<file path="src/rtl/alu_pkg.sv">
// Shared encodings for the execute-stage ALU and its multi-cycle sequencer.
package alu_pkg;

    localparam logic [4:0] ALU_ZERO  = 5'b00000;
    localparam logic [4:0] ALU_PASSX = 5'b00001;
    localparam logic [4:0] ALU_ADD   = 5'b01000;
    localparam logic [4:0] ALU_ADC   = 5'b01010;
    localparam logic [4:0] ALU_SUB   = 5'b01011;
    localparam logic [4:0] ALU_SBB   = 5'b01101;
    localparam logic [4:0] ALU_SRC   = 5'b11001;

    localparam logic [1:0] CMD_ADD16 = 2'b00;
    localparam logic [1:0] CMD_SUB16 = 2'b01;
    localparam logic [1:0] CMD_MUL8  = 2'b10;

    localparam int FLAG_S  = 2;
    localparam int FLAG_Z  = 1;
    localparam int FLAG_CY = 0;

    // Z is taken over the full 16-bit word, never from the per-byte ALU flag.
    function automatic logic [2:0] mk_flags(input logic [15:0] r, input logic cy);
        logic [2:0] f;
        f          = '0;
        f[FLAG_S]  = r[15];
        f[FLAG_Z]  = (r == 16'h0000);
        f[FLAG_CY] = cy;
        return f;
    endfunction

endpackage

</file>
<file path="src/rtl/alu_seq.sv">
// Sequences the shared 8-bit ALU through 16-bit ADD/SUB and 8x8 shift-add MUL,
// owning the ALU inputs only while the arbiter grants the bus.
module alu_seq
    import alu_pkg::*;
(
    input  logic        clk,
    input  logic        rst,
    input  logic        start,
    input  logic [1:0]  cmd,
    input  logic [15:0] a,
    input  logic [15:0] b,
    output logic        busy,
    output logic        done,
    output logic [15:0] result,
    output logic [2:0]  flags,
    output logic        alu_req,
    input  logic        alu_gnt,
    output logic [7:0]  alu_x,
    output logic [7:0]  alu_t,
    output logic        alu_cy,
    output logic [4:0]  alu_op,
    input  logic [2:0]  alu_flag,
    input  logic [7:0]  alu_result
);

    typedef enum logic [2:0] {S_IDLE, S_LO, S_HI, S_MADD, S_MSHR, S_DONE} state_t;

    state_t      state_q, state_d;
    logic [15:0] a_q, a_d, b_q, b_d;
    logic [1:0]  cmd_q, cmd_d;
    logic [7:0]  r_hi_q, r_hi_d, r_lo_q, r_lo_d;
    logic        c_q, c_d;
    logic [2:0]  cnt_q, cnt_d;
    logic [15:0] result_q, result_d;
    logic [2:0]  flags_q, flags_d;
    logic [15:0] mul_word;
    logic        alu_sz_unused;

    assign alu_sz_unused = ^alu_flag[FLAG_S:FLAG_Z];
    assign result        = result_q;
    assign flags         = flags_q;
    assign mul_word      = {alu_result, r_hi_q[0], r_lo_q[7:1]};

    always_comb begin
        state_d  = state_q;
        a_d      = a_q;
        b_d      = b_q;
        cmd_d    = cmd_q;
        r_hi_d   = r_hi_q;
        r_lo_d   = r_lo_q;
        c_d      = c_q;
        cnt_d    = cnt_q;
        result_d = result_q;
        flags_d  = flags_q;
        busy     = (state_q != S_IDLE);
        done     = 1'b0;
        alu_req  = 1'b0;
        alu_x    = 8'h00;
        alu_t    = 8'h00;
        alu_cy   = 1'b0;
        alu_op   = ALU_ZERO;
        case (state_q)
            S_IDLE: begin
                if (start) begin
                    a_d    = a;
                    b_d    = b;
                    cmd_d  = cmd;
                    r_hi_d = 8'h00;
                    r_lo_d = 8'h00;
                    c_d    = 1'b0;
                    cnt_d  = 3'd0;
                    case (cmd)
                        CMD_ADD16, CMD_SUB16: state_d = S_LO;
                        CMD_MUL8: begin
                            r_lo_d  = b[7:0];
                            state_d = S_MADD;
                        end
                        default: begin
                            result_d = 16'h0000;
                            flags_d  = mk_flags(16'h0000, 1'b0);
                            state_d  = S_DONE;
                        end
                    endcase
                end
            end
            S_LO: begin
                alu_req = 1'b1;
                alu_x   = a_q[7:0];
                alu_t   = b_q[7:0];
                alu_op  = (cmd_q == CMD_SUB16) ? ALU_SUB : ALU_ADD;
                if (alu_gnt) begin
                    r_lo_d  = alu_result;
                    c_d     = alu_flag[FLAG_CY];
                    state_d = S_HI;
                end
            end
            S_HI: begin
                alu_req = 1'b1;
                alu_x   = a_q[15:8];
                alu_t   = b_q[15:8];
                // The ALU reads Cy as borrow on SBB, while c_q holds "no borrow".
                alu_op  = (cmd_q == CMD_SUB16) ? ALU_SBB : ALU_ADC;
                alu_cy  = (cmd_q == CMD_SUB16) ? ~c_q : c_q;
                if (alu_gnt) begin
                    r_hi_d   = alu_result;
                    result_d = {alu_result, r_lo_q};
                    flags_d  = mk_flags({alu_result, r_lo_q},
                                        (cmd_q == CMD_SUB16) ? ~alu_flag[FLAG_CY] : alu_flag[FLAG_CY]);
                    state_d  = S_DONE;
                end
            end
            S_MADD: begin
                alu_req = 1'b1;
                alu_x   = r_hi_q;
                alu_op  = r_lo_q[0] ? ALU_ADD : ALU_PASSX;
                alu_t   = r_lo_q[0] ? a_q[7:0] : 8'h00;
                if (alu_gnt) begin
                    r_hi_d  = alu_result;
                    c_d     = alu_flag[FLAG_CY];
                    state_d = S_MSHR;
                end
            end
            S_MSHR: begin
                alu_req = 1'b1;
                alu_x   = r_hi_q;
                alu_cy  = c_q;
                alu_op  = ALU_SRC;
                if (alu_gnt) begin
                    r_hi_d = alu_result;
                    r_lo_d = {r_hi_q[0], r_lo_q[7:1]};
                    cnt_d  = cnt_q + 3'd1;
                    if (cnt_q == 3'd7) begin
                        result_d = mul_word;
                        flags_d  = mk_flags(mul_word, alu_result != 8'h00);
                        state_d  = S_DONE;
                    end else begin
                        state_d = S_MADD;
                    end
                end
            end
            S_DONE: begin
                done    = 1'b1;
                state_d = S_IDLE;
            end
            default: state_d = S_IDLE;
        endcase
    end

    always_ff @(posedge clk) begin
        if (rst) begin
            state_q  <= S_IDLE;
            a_q      <= '0;
            b_q      <= '0;
            cmd_q    <= '0;
            r_hi_q   <= '0;
            r_lo_q   <= '0;
            c_q      <= 1'b0;
            cnt_q    <= '0;
            result_q <= '0;
            flags_q  <= '0;
        end else begin
            state_q  <= state_d;
            a_q      <= a_d;
            b_q      <= b_d;
            cmd_q    <= cmd_d;
            r_hi_q   <= r_hi_d;
            r_lo_q   <= r_lo_d;
            c_q      <= c_d;
            cnt_q    <= cnt_d;
            result_q <= result_d;
            flags_q  <= flags_d;
        end
    end

endmodule

</file>
<file path="config.mk">
export PLATFORM = sky130hd
export DESIGN_NAME = alu_seq
export DESIGN_NICKNAME = d
export VERILOG_FILES = /design/src/rtl/alu_pkg.sv /design/src/rtl/alu_seq.sv
export SDC_FILE = /design/constraint.sdc
export NUM_CORES = 1
export LEC_CHECK = 0
export CAP_MARGIN = 20
export CORE_ASPECT_RATIO = 1.25
export CORE_MARGIN = 4
export CORE_UTILIZATION = 42
export CTS_BUF_LIST = sky130_fd_sc_hd__clkbuf_4
export DETAILED_ROUTE_END_ITERATION = 6
export HOLD_SLACK_MARGIN = 0.1
export PLACE_DENSITY = 0.7
export SETUP_SLACK_MARGIN = 0.05
export SKIP_CTS_REPAIR_TIMING = 1
export SLEW_MARGIN = 30
export SYNTH_ARGS = -nofsm -noshare
export SYNTH_HDL_FRONTEND = slang
export SYNTH_SLANG_ARGS = --single-unit
</file>
<file path="constraint.sdc">
create_clock -name clk -period 3.41 [get_ports clk]
set_clock_uncertainty 0.2 [all_clocks]
set_input_delay 0.682 -clock clk [delete_from_list [all_inputs] [get_ports clk]]
set_output_delay 0.682 -clock clk [all_outputs]
set_load 0.02 [all_outputs]
</file>
==> metrics.md, run 1 <==
| Metric | Value |
|---|---|
| Core Area | `8380 µm²` |
| WL final | `10.4 mm` |
| Sequential share of the synthesized area | `40.8%` |
| Worst-path clk slew | `0.13 ns` |
| Post-Syn Area | `3680 µm²` |
| RSZ-0062 raised after global routing | `true` |
| Crit end category | `output pin` |
| Async set-reset flop share out of synthesis | `0%` |
| Pwr Density | `449 nW/µm²` |
| Layout Utilization | `56.9%` |
| Critical-path top delay cell | `clkdlybuf4s50_1` |
| Post-synth top area share | `40.8%` |
| Tot Pwr | `2140 µW` |
| Die area | `10300 µm²` |
| Post-synth EDFFs | `0` |
| Root Buffer | `clkbuf_4` |
| MaxCap Viol Count | `0` |
| Vias in the first global route | `3340` |
| Crit path arrival time | `2.35 ns` |
| Ant diodes | `0` |
| Clk Latency, worst-skew pair | `0.42 ns` |
| Status | `complete, no violations` |
| All-Layer GR Usage | `20.2%` |
| Syn nets | `496` |
| Pre-antenna DRT Iters | `5` |
| TritonCTS clock tree | `yes` |
| Sink Count | `75` |
| Hold Crit Class | `reg -> reg` |
| Die Y | `113 µm` |
| Synth cell count leaders | `96 x nand2_1, 75 x dfxtp_1, 68 x a21oi_1` |
| P_leak | `0.00187 µW` |
| Remaining Overflow, GRT | `0` |
| Post-Synthesis Cells | `445` |
| Final Critical Period | `3.23 ns` |
| CP Launch Type | `flip-flop` |
| H-tree depth | `3` |
| Seq cells post-synth | `75` |
| IO buf count | `90` |
| Max-slew headroom | `42.3%` |
| Die Wd | `91.8 µm` |
| DR vias | `3541` |
| Cell with the most instances after synthesis | `nand2_1` |
| Tcrit/Tclk final | `94.7%` |
| CP max stage delay | `0.63 ns` |
| Maximum clock insertion buffer count | `2` |
| Nets | `576` |
| CTS Buf Count | `9` |
| Fmax | `310 MHz` |
| Largest net degree at the start of global routing | `47` |
| M2 GR Usage | `35.2%` |
| Final ANT Viol Nets | `0` |
| WS Path Type | `reg -> out` |
| GR Util met1 | `25.4%` |
| First-pass GRT wire length | `16.7 mm` |
| Initial DRC count | `246` |
| Ys Warns | `0` |
| Initial antenna violation count | `0` |
| Syn_area_per_cell | `8.27 µm²` |
| Max VDD drop | `366 µV` |
| Layout cells sized above 1 | `8.68%` |
| Initial Util | `43.9%` |
| Drt via density | `5.47` |
| Synth area leader | `dfxtp_1` |
| Critical path required time | `2.53 ns` |
| Slew Viols, Final | `0` |
| Dpl hpwl | `7.62 mm` |
| Main flop type after synthesis | `dfxtp_1` |
| Max Fanout on Critical Path | `10` |
| Layer with the highest usage | `met2` |
| Final Hold Viols | `0` |
| Worst Tran Pin Value | `0.865 ns` |
| DR DRC count | `0` |
| GPL Wtd Cong | `0.825` |
| Crit-path cells | `buf_4 > nand2b_4 > nor2_4 > nand2_1 > a31oi_1 > clkdlybuf4s50_1` |
| P&R area growth vs syn | `29.6%` |
| Post-synth cell types | `49` |
| # rows | `37` |
| GR met3 Demand/Resource | `3.89%` |
| Final setup viols | `0` |
| WL/cell | `16.0 µm` |
| IO Pins | `93` |
| Synth area leaders | `dfxtp_1 41%, nand2_1 9.8%, a21oi_1 9.2%` |
-- path summary, 6_finish.rpt --
| path | from | end | slack (ns) | cells past startpoint |
|---|---|---|---|---|
| worst min register to register | b_q[6] | b_q[6] | 0.26 | 2 |
| worst max register to register | cnt_q[0] | result[7] | 1.19 | 6 |
| worst max-delay path | state_q[2] | alu_cy | 0.18 | 6 |
| worst min-delay path | b_q[6] | b_q[6] | 0.26 | 2 |
-- through the flow --
| step | area (µm²) | setup WS (ns) | setup TNS (ns) | hold WS (ns) | cells |
|---|---|---|---|---|---|
| after detailed placement | 4610 | 0.464 | 0 | 0.248 | 631 |
| final | 4770 | 0.182 | 0 | 0.264 | 647 |
| after CTS | 4750 | -0.0182 | -0.0182 | 0.265 | 647 |
| after floorplan | 3680 | 0.825 | 0 | 0.236 | 445 |
| after global placement | 4610 | 0.450 | 0 | 0.241 | 631 |
| after global routing | 4770 | 0.0432 | 0 | 0.284 | 647 |
-- layout make-up --
type | count | area (µm²)
tap | 117 | 146
sequential | 75 | 1510
fill | 804 | 3610
clock buffer | 9 | 67.6
multi-input combinational | 325 | 1930
timing repair buffer | 104 | 1020
inverter | 10 | 37.5
clock inverter | 7 | 66.3
-- cells in the final DEF, fill, tap and decap left out, types with 9 or more instances in the layout --
master           Yosys  layout
clkdlybuf4s50_1      0      82
mux2i_1             18      18
buf_4                7      14
nor2_1              17      17
a21oi_1             68      68
a222oi_1            16      16
a22o_1               9       9
a211oi_1            15      15
o21ai_0             11      11
clkbuf_4             0       9
nand2_1             96      96
nand2b_1            12      12
dfxtp_1             75      73
-- worst max-delay path, delay by kind of cell (launching register included) --
family                 cells  cell delay [ns]
flip-flops                 1             0.34
AND/OR/NAND/NOR            3             0.59
buffers and inverters      2             0.80
AO/OA/AOI/OAI              1             0.20
-- state kept, by name, indices dropped and copies added (netlist names) --
name / count
a_q: 16
b_q: 16
c_q: 1
cmd_q: 2
cnt_q: 3
flags: 2
r_hi_q: 8
r_lo_q: 8
result: 16
state_q: 3
-- kinds of logic after synthesis --
logic type / share of synthesized area [%]
DFF: 40.8
muxes: 5.27
and+or+nand+nor: 20.3
xor gates and xnor gates: 0.952
adders and majority gates: 0.679
AOI/OAI and AO/OA: 25.2
buffers and inverters: 6.86
-- where the power goes --
group | total, µW | switching, µW | leakage (µW) | internal [µW]
sequential | 1020 | 66.9 | 0.000614 | 950
combinational | 588 | 325 | 0.00118 | 263
clock | 539 | 318 | 0.0000775 | 221
total | 2140 | 710 | 0.00187 | 1430
-- routing by layer --
layer	up-vias	wire length [µm]
li1	1743	-
met1	1669	4310
met2	114	5400
met3	15	504
met4	0	151
met5	-	0
(Power assumes the default switching activity.)
==> run 2: changes to the inputs <==
--- a/config.mk
+++ b/config.mk
@@ -5,6 +5,7 @@
 export SDC_FILE = /design/constraint.sdc
 export NUM_CORES = 1
 export LEC_CHECK = 0
+export ABC_CLOCK_PERIOD_IN_PS = 3410
 export CAP_MARGIN = 20
 export CORE_ASPECT_RATIO = 1.25
 export CORE_MARGIN = 4
==> results of run 2 <==
Same layout as run 1: the final DEF is identical, and so are final timing and power.
